File: config.mk
export PLATFORM = sky130hd
export DESIGN_NAME = qr_r_collector
export DESIGN_NICKNAME = d
export VERILOG_FILES = /design/src/rtl/qr_pkg.sv /design/src/rtl/qr_pingpong_ram.sv /design/src/rtl/qr_r_collector.sv
export SDC_FILE = /design/constraint.sdc
export NUM_CORES = 2
export LEC_CHECK = 0
export ABC_AREA = 1
export BUFFER_PORTS_ARGS = -buffer_cell sky130_fd_sc_hd__buf_2
export CELL_PAD_IN_SITES_DETAIL_PLACEMENT = 1
export CELL_PAD_IN_SITES_GLOBAL_PLACEMENT = 2
export CORE_MARGIN = 2
export CORE_UTILIZATION = 40
export CTS_CLUSTER_SIZE = 12
export DETAILED_ROUTE_END_ITERATION = 10
export HOLD_SLACK_MARGIN = 0.03
export PLACE_DENSITY = 0.91
export SKIP_LAST_GASP = 1
export SLEW_MARGIN = 15
export SYNTH_ARGS = -nofsm -noshare
export SYNTH_HDL_FRONTEND = slang
export SYNTH_SLANG_ARGS = --single-unit
File: constraint.sdc
create_clock -name clk -period 6.61 [get_ports clk]
set_input_delay 0.3305 -clock clk [delete_from_list [all_inputs] [get_ports clk]]
set_output_delay 0.3305 -clock clk [all_outputs]
set_load 0.02 [all_outputs]
File: src/rtl/qr_pkg.sv
// rtl/qr_pkg.sv - shared constants and types for the QR R-matrix collector
package qr_pkg;
    localparam int MAT_INT     = 8;
    localparam int MAT_FRAC    = 3;
    localparam int DATA_W      = MAT_INT + MAT_FRAC + 1;
    localparam int N           = 4;
    localparam int DET_W       = N * DATA_W;
    localparam int FRAME_WORDS = N * N;
    localparam int ROW_W       = $clog2(N);
    localparam int IDX_W       = 2 * ROW_W;

    typedef logic signed [DATA_W-1:0] r_word_t;

    typedef enum logic [1:0] {
        IDLE,
        FILL,
        DROP
    } wr_state_t;
endpackage

File: src/rtl/qr_pingpong_ram.sv
// rtl/qr_pingpong_ram.sv - two-bank frame store, word write port and row read port
//
// Ports:
//   clk                 clock
//   wr_en/wr_bank/wr_idx/wr_data  write one word at row-major index of a bank
//   rd_bank/rd_row      select a row; rd_data returns its N words, element 0 in LSBs
module qr_pingpong_ram
    import qr_pkg::*;
(
    input  logic                   clk,
    input  logic                   wr_en,
    input  logic                   wr_bank,
    input  logic [IDX_W-1:0]       wr_idx,
    input  logic [DATA_W-1:0]      wr_data,
    input  logic                   rd_bank,
    input  logic [ROW_W-1:0]       rd_row,
    output logic [N*DATA_W-1:0]    rd_data
);

    // Contents are never reset: bank occupancy lives in the top level.
    r_word_t mem_q [2][FRAME_WORDS];
    r_word_t mem_d [2][FRAME_WORDS];

    always_comb begin
        mem_d = mem_q;
        if (wr_en) begin
            mem_d[wr_bank][wr_idx] = r_word_t'(wr_data);
        end
    end

    always_ff @(posedge clk) begin
        mem_q <= mem_d;
    end

    always_comb begin
        rd_data = '0;
        for (int c = 0; c < N; c++) begin
            rd_data[c*DATA_W +: DATA_W] = mem_q[rd_bank][{rd_row, ROW_W'(c)}];
        end
    end

endmodule

File: src/rtl/qr_r_collector.sv
// rtl/qr_r_collector.sv - captures serial R frames, re-emits rows, computes det(R)
//
// Ports:
//   clk, rst_n                    clock, synchronous active-low reset
//   in_valid, in_data             serial row-major R words, N*N per frame
//   out_valid, out_ready          row handshake
//   out_row, out_row_idx, out_last row data (element 0 in LSBs), row number, final row
//   det_valid, det                one-cycle pulse with product of the diagonal
//   overrun, frame_err            sticky: frame dropped / frame truncated
module qr_r_collector
    import qr_pkg::*;
(
    input  logic                   clk,
    input  logic                   rst_n,
    input  logic                   in_valid,
    input  logic [DATA_W-1:0]      in_data,
    output logic                   out_valid,
    input  logic                   out_ready,
    output logic [N*DATA_W-1:0]    out_row,
    output logic [ROW_W-1:0]       out_row_idx,
    output logic                   out_last,
    output logic                   det_valid,
    output logic [DET_W-1:0]       det,
    output logic                   overrun,
    output logic                   frame_err
);

    localparam logic signed [DET_W-1:0] ACC_ONE  = DET_W'(1);
    localparam logic [IDX_W-1:0]        LAST_IDX = IDX_W'(FRAME_WORDS - 1);
    localparam logic [ROW_W-1:0]        LAST_ROW = ROW_W'(N - 1);

    wr_state_t                 state_q, state_d;
    logic [IDX_W-1:0]          wr_idx_q, wr_idx_d;
    logic                      wr_ptr_q, wr_ptr_d;
    logic                      rd_ptr_q, rd_ptr_d;
    logic [1:0]                count_q, count_d;
    logic [ROW_W-1:0]          rd_row_q, rd_row_d;
    logic signed [DET_W-1:0]   acc_q, acc_d;
    logic signed [DET_W-1:0]   det_q, det_d;
    logic                      det_valid_q, det_valid_d;
    logic                      overrun_q, overrun_d;
    logic                      frame_err_q, frame_err_d;

    logic                      ram_we;
    logic                      commit;
    logic                      free_fire;
    logic                      bank_free;
    logic                      on_diag;
    logic signed [DET_W-1:0]   in_ext;
    logic signed [DET_W-1:0]   prod;
    logic [N*DATA_W-1:0]       ram_row;

    qr_pingpong_ram u_ram (
        .clk     (clk),
        .wr_en   (ram_we),
        .wr_bank (wr_ptr_q),
        .wr_idx  (wr_idx_q),
        .wr_data (in_data),
        .rd_bank (rd_ptr_q),
        .rd_row  (rd_row_q),
        .rd_data (ram_row)
    );

    assign out_valid   = (count_q != 2'd0);
    assign out_row     = out_valid ? ram_row : '0;
    assign out_row_idx = rd_row_q;
    assign out_last    = out_valid && (rd_row_q == LAST_ROW);
    assign det_valid   = det_valid_q;
    assign det         = det_q;
    assign overrun     = overrun_q;
    assign frame_err   = frame_err_q;

    assign free_fire = out_last && out_ready;
    // A bank emptied by the reader this cycle is reusable by a frame starting now.
    assign bank_free = (count_q < 2'd2) || free_fire;
    // Diagonal element: row index equals column index.
    assign on_diag   = (wr_idx_q[IDX_W-1:ROW_W] == wr_idx_q[ROW_W-1:0]);
    assign in_ext    = {{(DET_W-DATA_W){in_data[DATA_W-1]}}, in_data};
    assign prod      = on_diag ? (acc_q * in_ext) : acc_q;

    always_comb begin
        state_d     = state_q;
        wr_idx_d    = wr_idx_q;
        wr_ptr_d    = wr_ptr_q;
        rd_ptr_d    = rd_ptr_q;
        rd_row_d    = rd_row_q;
        acc_d       = acc_q;
        det_d       = det_q;
        det_valid_d = 1'b0;
        overrun_d   = overrun_q;
        frame_err_d = frame_err_q;
        ram_we      = 1'b0;
        commit      = 1'b0;

        case (state_q)
            IDLE: begin
                if (in_valid) begin
                    if (bank_free) begin
                        state_d = FILL;
                        ram_we  = 1'b1;
                    end else begin
                        state_d   = DROP;
                        overrun_d = 1'b1;
                    end
                end
            end
            FILL: ram_we = in_valid;
            DROP: ;
            default: state_d = IDLE;
        endcase

        // Every in_valid cycle consumes one word, whether stored or dropped.
        if (in_valid) begin
            if (wr_idx_q == LAST_IDX) begin
                wr_idx_d = '0;
                state_d  = IDLE;
            end else begin
                wr_idx_d = wr_idx_q + IDX_W'(1);
            end
        end

        if (ram_we) begin
            acc_d = prod;
            if (wr_idx_q == LAST_IDX) begin
                commit      = 1'b1;
                det_d       = prod;
                det_valid_d = 1'b1;
                acc_d       = ACC_ONE;
            end
        end

        if ((state_q != IDLE) && !in_valid) begin
            state_d     = IDLE;
            wr_idx_d    = '0;
            acc_d       = ACC_ONE;
            frame_err_d = 1'b1;
        end

        if (commit) begin
            wr_ptr_d = ~wr_ptr_q;
        end
        if (out_valid && out_ready) begin
            rd_row_d = free_fire ? '0 : rd_row_q + ROW_W'(1);
        end
        if (free_fire) begin
            rd_ptr_d = ~rd_ptr_q;
        end
        count_d = count_q + {1'b0, commit} - {1'b0, free_fire};
    end

    always_ff @(posedge clk) begin
        if (!rst_n) begin
            state_q     <= IDLE;
            wr_idx_q    <= '0;
            wr_ptr_q    <= 1'b0;
            rd_ptr_q    <= 1'b0;
            count_q     <= 2'd0;
            rd_row_q    <= '0;
            acc_q       <= ACC_ONE;
            det_q       <= '0;
            det_valid_q <= 1'b0;
            overrun_q   <= 1'b0;
            frame_err_q <= 1'b0;
        end else begin
            state_q     <= state_d;
            wr_idx_q    <= wr_idx_d;
            wr_ptr_q    <= wr_ptr_d;
            rd_ptr_q    <= rd_ptr_d;
            count_q     <= count_d;
            rd_row_q    <= rd_row_d;
            acc_q       <= acc_d;
            det_q       <= det_d;
            det_valid_q <= det_valid_d;
            overrun_q   <= overrun_d;
            frame_err_q <= frame_err_d;
        end
    end

endmodule

==> flow_metrics.py <==
metrics = {
    "grt": {
        "busiest_layer": "met2",
        "grt_pass1_wl_um": 185300,
        "grt_use_met2_pct": 43.97,
        "antenna_found_initial": 2,
        "grt_overflow": 0,
        "grt_pass1_vias": 31200,
        "track_usage_pct": 26.03,
        "use_met3_pct": 4.902,
        "grt_max_degree": 85,
        "globalRouteMet1Util_pct": 33.39,
    },
    "pwr": {
        "leakagePower_uw": 0.01813,
        "peakVddDrop_v": 0.0003519,
        "powerDensity_nw_per_um2": 509.0,
        "p_total_uw": 20550,
    },
    "yosys": {
        "synth_most_common_cell": "nand2_1",
        "synthXorXnorAreaFrac_pct": 0.6976,
        "syn_avg_cell_area_um2": 8.809,
        "yosys-top-cells-count": "nand2_1, inv_1, nor2_1, fa_1, edfxtp_1",
        "synthCells": 4133,
        "synth_top_family_by_area": "adder cells",
        "synthMuxAreaShare_pct": 0,
        "yosys.area.top_type": "edfxtp_1",
        "synth_fa_ha_area_share_pct": 25.88,
        "synth_ff_type": "edfxtp_1",
        "yosys_register_bits": 495,
        "synth_edf_count": 384,
        "synthDistinctLibCells": 38,
        "yosys.area_share.simple_pct": 16.40,
        "synth_top_area_share_pct": 31.67,
        "syn_area_um2": 36410,
        "synth_nets": 4662,
        "yosysSeqAreaShare_pct": 37.78,
        "yosys-top-cells-area": "edfxtp_1, fa_1, nand2_1, inv_1, dfxtp_1",
        "asyncSetResetFlopFracSynth_pct": 0,
        "yosys_warnings": 0,
        "synth_compound_area_share_pct": 8.997,
    },
    "layout": {
        "synthToLayoutAreaGrowth_pct": 10.87,
        "fillCellCount": 10530,
        "seqCellArea_um2": 13760,
        "final_cells": 5426,
        "stdcell_area_um2": 40360,
        "diodes": 0,
        "drive_above_1_share_pct": 8.000,
        "final_nets": 4734,
        "multi_input_area_um2": 18920,
    },
    "critical_path": {
        "crit_type": "flip-flop to flip-flop",
        "cp.required_ns": 7.13,
        "critPathMaxStageDelay_ns": 0.83,
        "rrSetupSlack_ns": 0.39,
        "path_cells": "nand2_1 -> fa_1 -> inv_1 -> fa_1 -> fa_1 -> fa_1 -> inv_1 -> fa_1 -> inv_1 -> ha_1 -> buf_4 -> nand2_1 -> nor2_1 -> inv_1 -> nor3_1 -> nand3_1 -> nand3_1 -> nand2_1 -> nand3_1 -> nand2_1 -> nand2_1 -> a21oi_1",
        "worstReg2RegEnd": "acc_q[41]",
        "setup.worst_path.end_class": "flip-flop",
        "cp_data_arrival_time_ns": 6.74,
        "r2r_cells": 22,
        "start_kind": "flip-flop",
        "critPathSlowestCell": "dfxtp_1",
        "rr_startpoint": "acc_q[30]",
        "cp_max_fo": 14,
    },
    "floorplan": {
        "die_w_um": 305.7,
        "fp.dieArea_um2": 93450,
        "die_h_um": 305.7,
        "ioPinCount": 119,
        "std_cell_rows": 110,
        "start_util_pct": 40.39,
        "core_um2": 90150,
    },
    "cts": {
        "tritoncts": "yes",
        "clockRootBuffer": "clkbuf_16",
        "clock_sinks": 495,
        "hold_buffers": 2,
        "clockBufferDepth": 3,
        "post_cts_buffers": 0,
        "htree_levels": 2,
        "clkLatencyLatePin_ns": 0.68,
        "ctsResizeCount": 0,
        "clkSlewWorstSetupHoldPaths_ns": 0.06,
        "cts_inserted_buffers": 53,
    },
    "drt": {
        "postRouteAntennaNets": 0,
        "drc": 0,
        "routed_via_density": 5.319,
        "detailroute.via_count": 28860,
        "drtIter0Drc": 1971,
        "routedWlPerCell_um": 22.15,
        "dr.pass1.iters": 7,
        "wl_um": 120200,
    },
    "place": {
        "placed_area_um2": 38650,
        "port_buffers": 118,
        "gp_congestion": 0.9076,
        "dp_cells": 5324,
        "hpwl_um": 87670,
    },
    "sta": {
        "tns_ns": 0,
        "finClkSkew_ns": 0.08398,
        "worstMarginPinSlew_ns": 1.048,
        "slew_headroom_pct": 30.14,
        "hold_viol_final": 0,
        "rsz0062_at_grt": "false",
        "maxSlewViolCount": 0,
        "post-route-min-period_ns": 6.225,
        "holdWs_ns": 0.1260,
        "setup-violations-final": 0,
        "period_share_pct": 94.17,
        "max_freq_mhz": 160.7,
    },
    "hold_path": {
        "hold_path.class": "input pin to flip-flop",
        "hold_start": "in_data[6]",
        "hold_end": "u_ram.mem_q[150]",
        "holdPathStages": 1,
    },
    "run_status": {
        "outcome": "complete, no violations",
    },
    "run": {
        "drv_cap": 0,
    },
}
cells in the final DEF (no fill, tap or decap), drive strengths merged, types with 3 or more instances in the layout:
cell / count
nand2: 905
inv: 759
nor2: 453
fa: 400
edfxtp: 384
o21ai: 333
buf: 236
a21oi: 127
ha: 113
dfxtp: 111
nand3: 100
clkbuf: 85
a31oi: 56
o22ai: 48
or2: 29
o21bai: 22
nand4: 16
xnor2: 15
xor2: 14
a21o: 9
o21a: 8
clkinv: 8
nor3: 6
bufinv: 3
flip-flops by register name (all words and copies together) (netlist names):
| signal | flops |
|---|---|
| wr_idx_q | 4 |
| rd_ptr_q | 1 |
| wr_ptr_q | 1 |
| acc_q | 48 |
| count_q | 2 |
| u_ram.mem_q | 384 |
| det_valid | 1 |
| det | 48 |
| overrun | 1 |
| frame_err | 1 |
| state_q | 2 |
| out_row_idx | 2 |
worst max path at each step:
stage / depth (start not counted) / end / startpoint / slack, ns
floorplan: 25 / det[25] / in_data[3] / 1.44
CTS: 21 / acc_q[41] / acc_q[31] / 0.48
global route: 22 / det[26] / acc_q[22] / 0.18
finish: 22 / acc_q[41] / acc_q[30] / 0.39
detailed placement: 22 / acc_q[41] / in_data[4] / 0.40
global placement: 22 / acc_q[41] / in_data[4] / 0.45
final cells by class:
class / instances / share of cell area (%)
clock buffer: 85 / 3.658
clock inverter: 15 / 0.5270
inverter: 756 / 7.037
multi-input combinational: 2661 / 46.88
sequential: 495 / 34.09
tap: 1176 / 3.645
timing repair buffer: 238 / 4.160
routing by layer:
| layer | wire length [um] | vias up |
|---|---|---|
| li1 | - | 13010 |
| met2 | 58090 | 936 |
| met3 | 8351 | 214 |
| met4 | 4332 | 2 |
| met5 | 13 | - |
| met1 | 49420 | 14700 |
worst max-delay path, delay by kind of cell (launching register included):
| family | cells | cell delay, ns |
|---|---|---|
| AO/OA/AOI/OAI | 1 | 0.08 |
| adder cells (fa/ha/maj) | 6 | 2.92 |
| buffers and inverters | 5 | 0.47 |
| flip-flops | 1 | 0.83 |
| AND/OR/NAND/NOR | 10 | 1.80 |
cells by family (layout without fill, tap and decap cells):
| group | after synthesis | in the layout |
|---|---|---|
| AND/OR/NAND/NOR | 1512 | 1512 |
| AO/OA/AOI/OAI | 607 | 607 |
| XOR/XNOR | 29 | 29 |
| buffers and inverters | 977 | 1094 |
| adder cells (fa/ha/maj) | 513 | 513 |
| flip-flops | 495 | 495 |
metrics by stage:
step	utilization [%]	setup slack (ns)
5_1_grt	44.77	0.1812
2_1_floorplan	-	1.441
6_report	44.77	0.3853
4_1_cts	44.77	0.4771
3_5_place_dp	42.88	0.4045
3_3_place_gp	42.88	0.4518
power breakdown:
group	switching, uW	internal, uW	leakage, uW
registers	280	3440	0.00436
clock network	1300	1660	0.000807
logic	9310	4550	0.0130
total	10900	9650	0.0181
(Power assumes the default switching activity.)
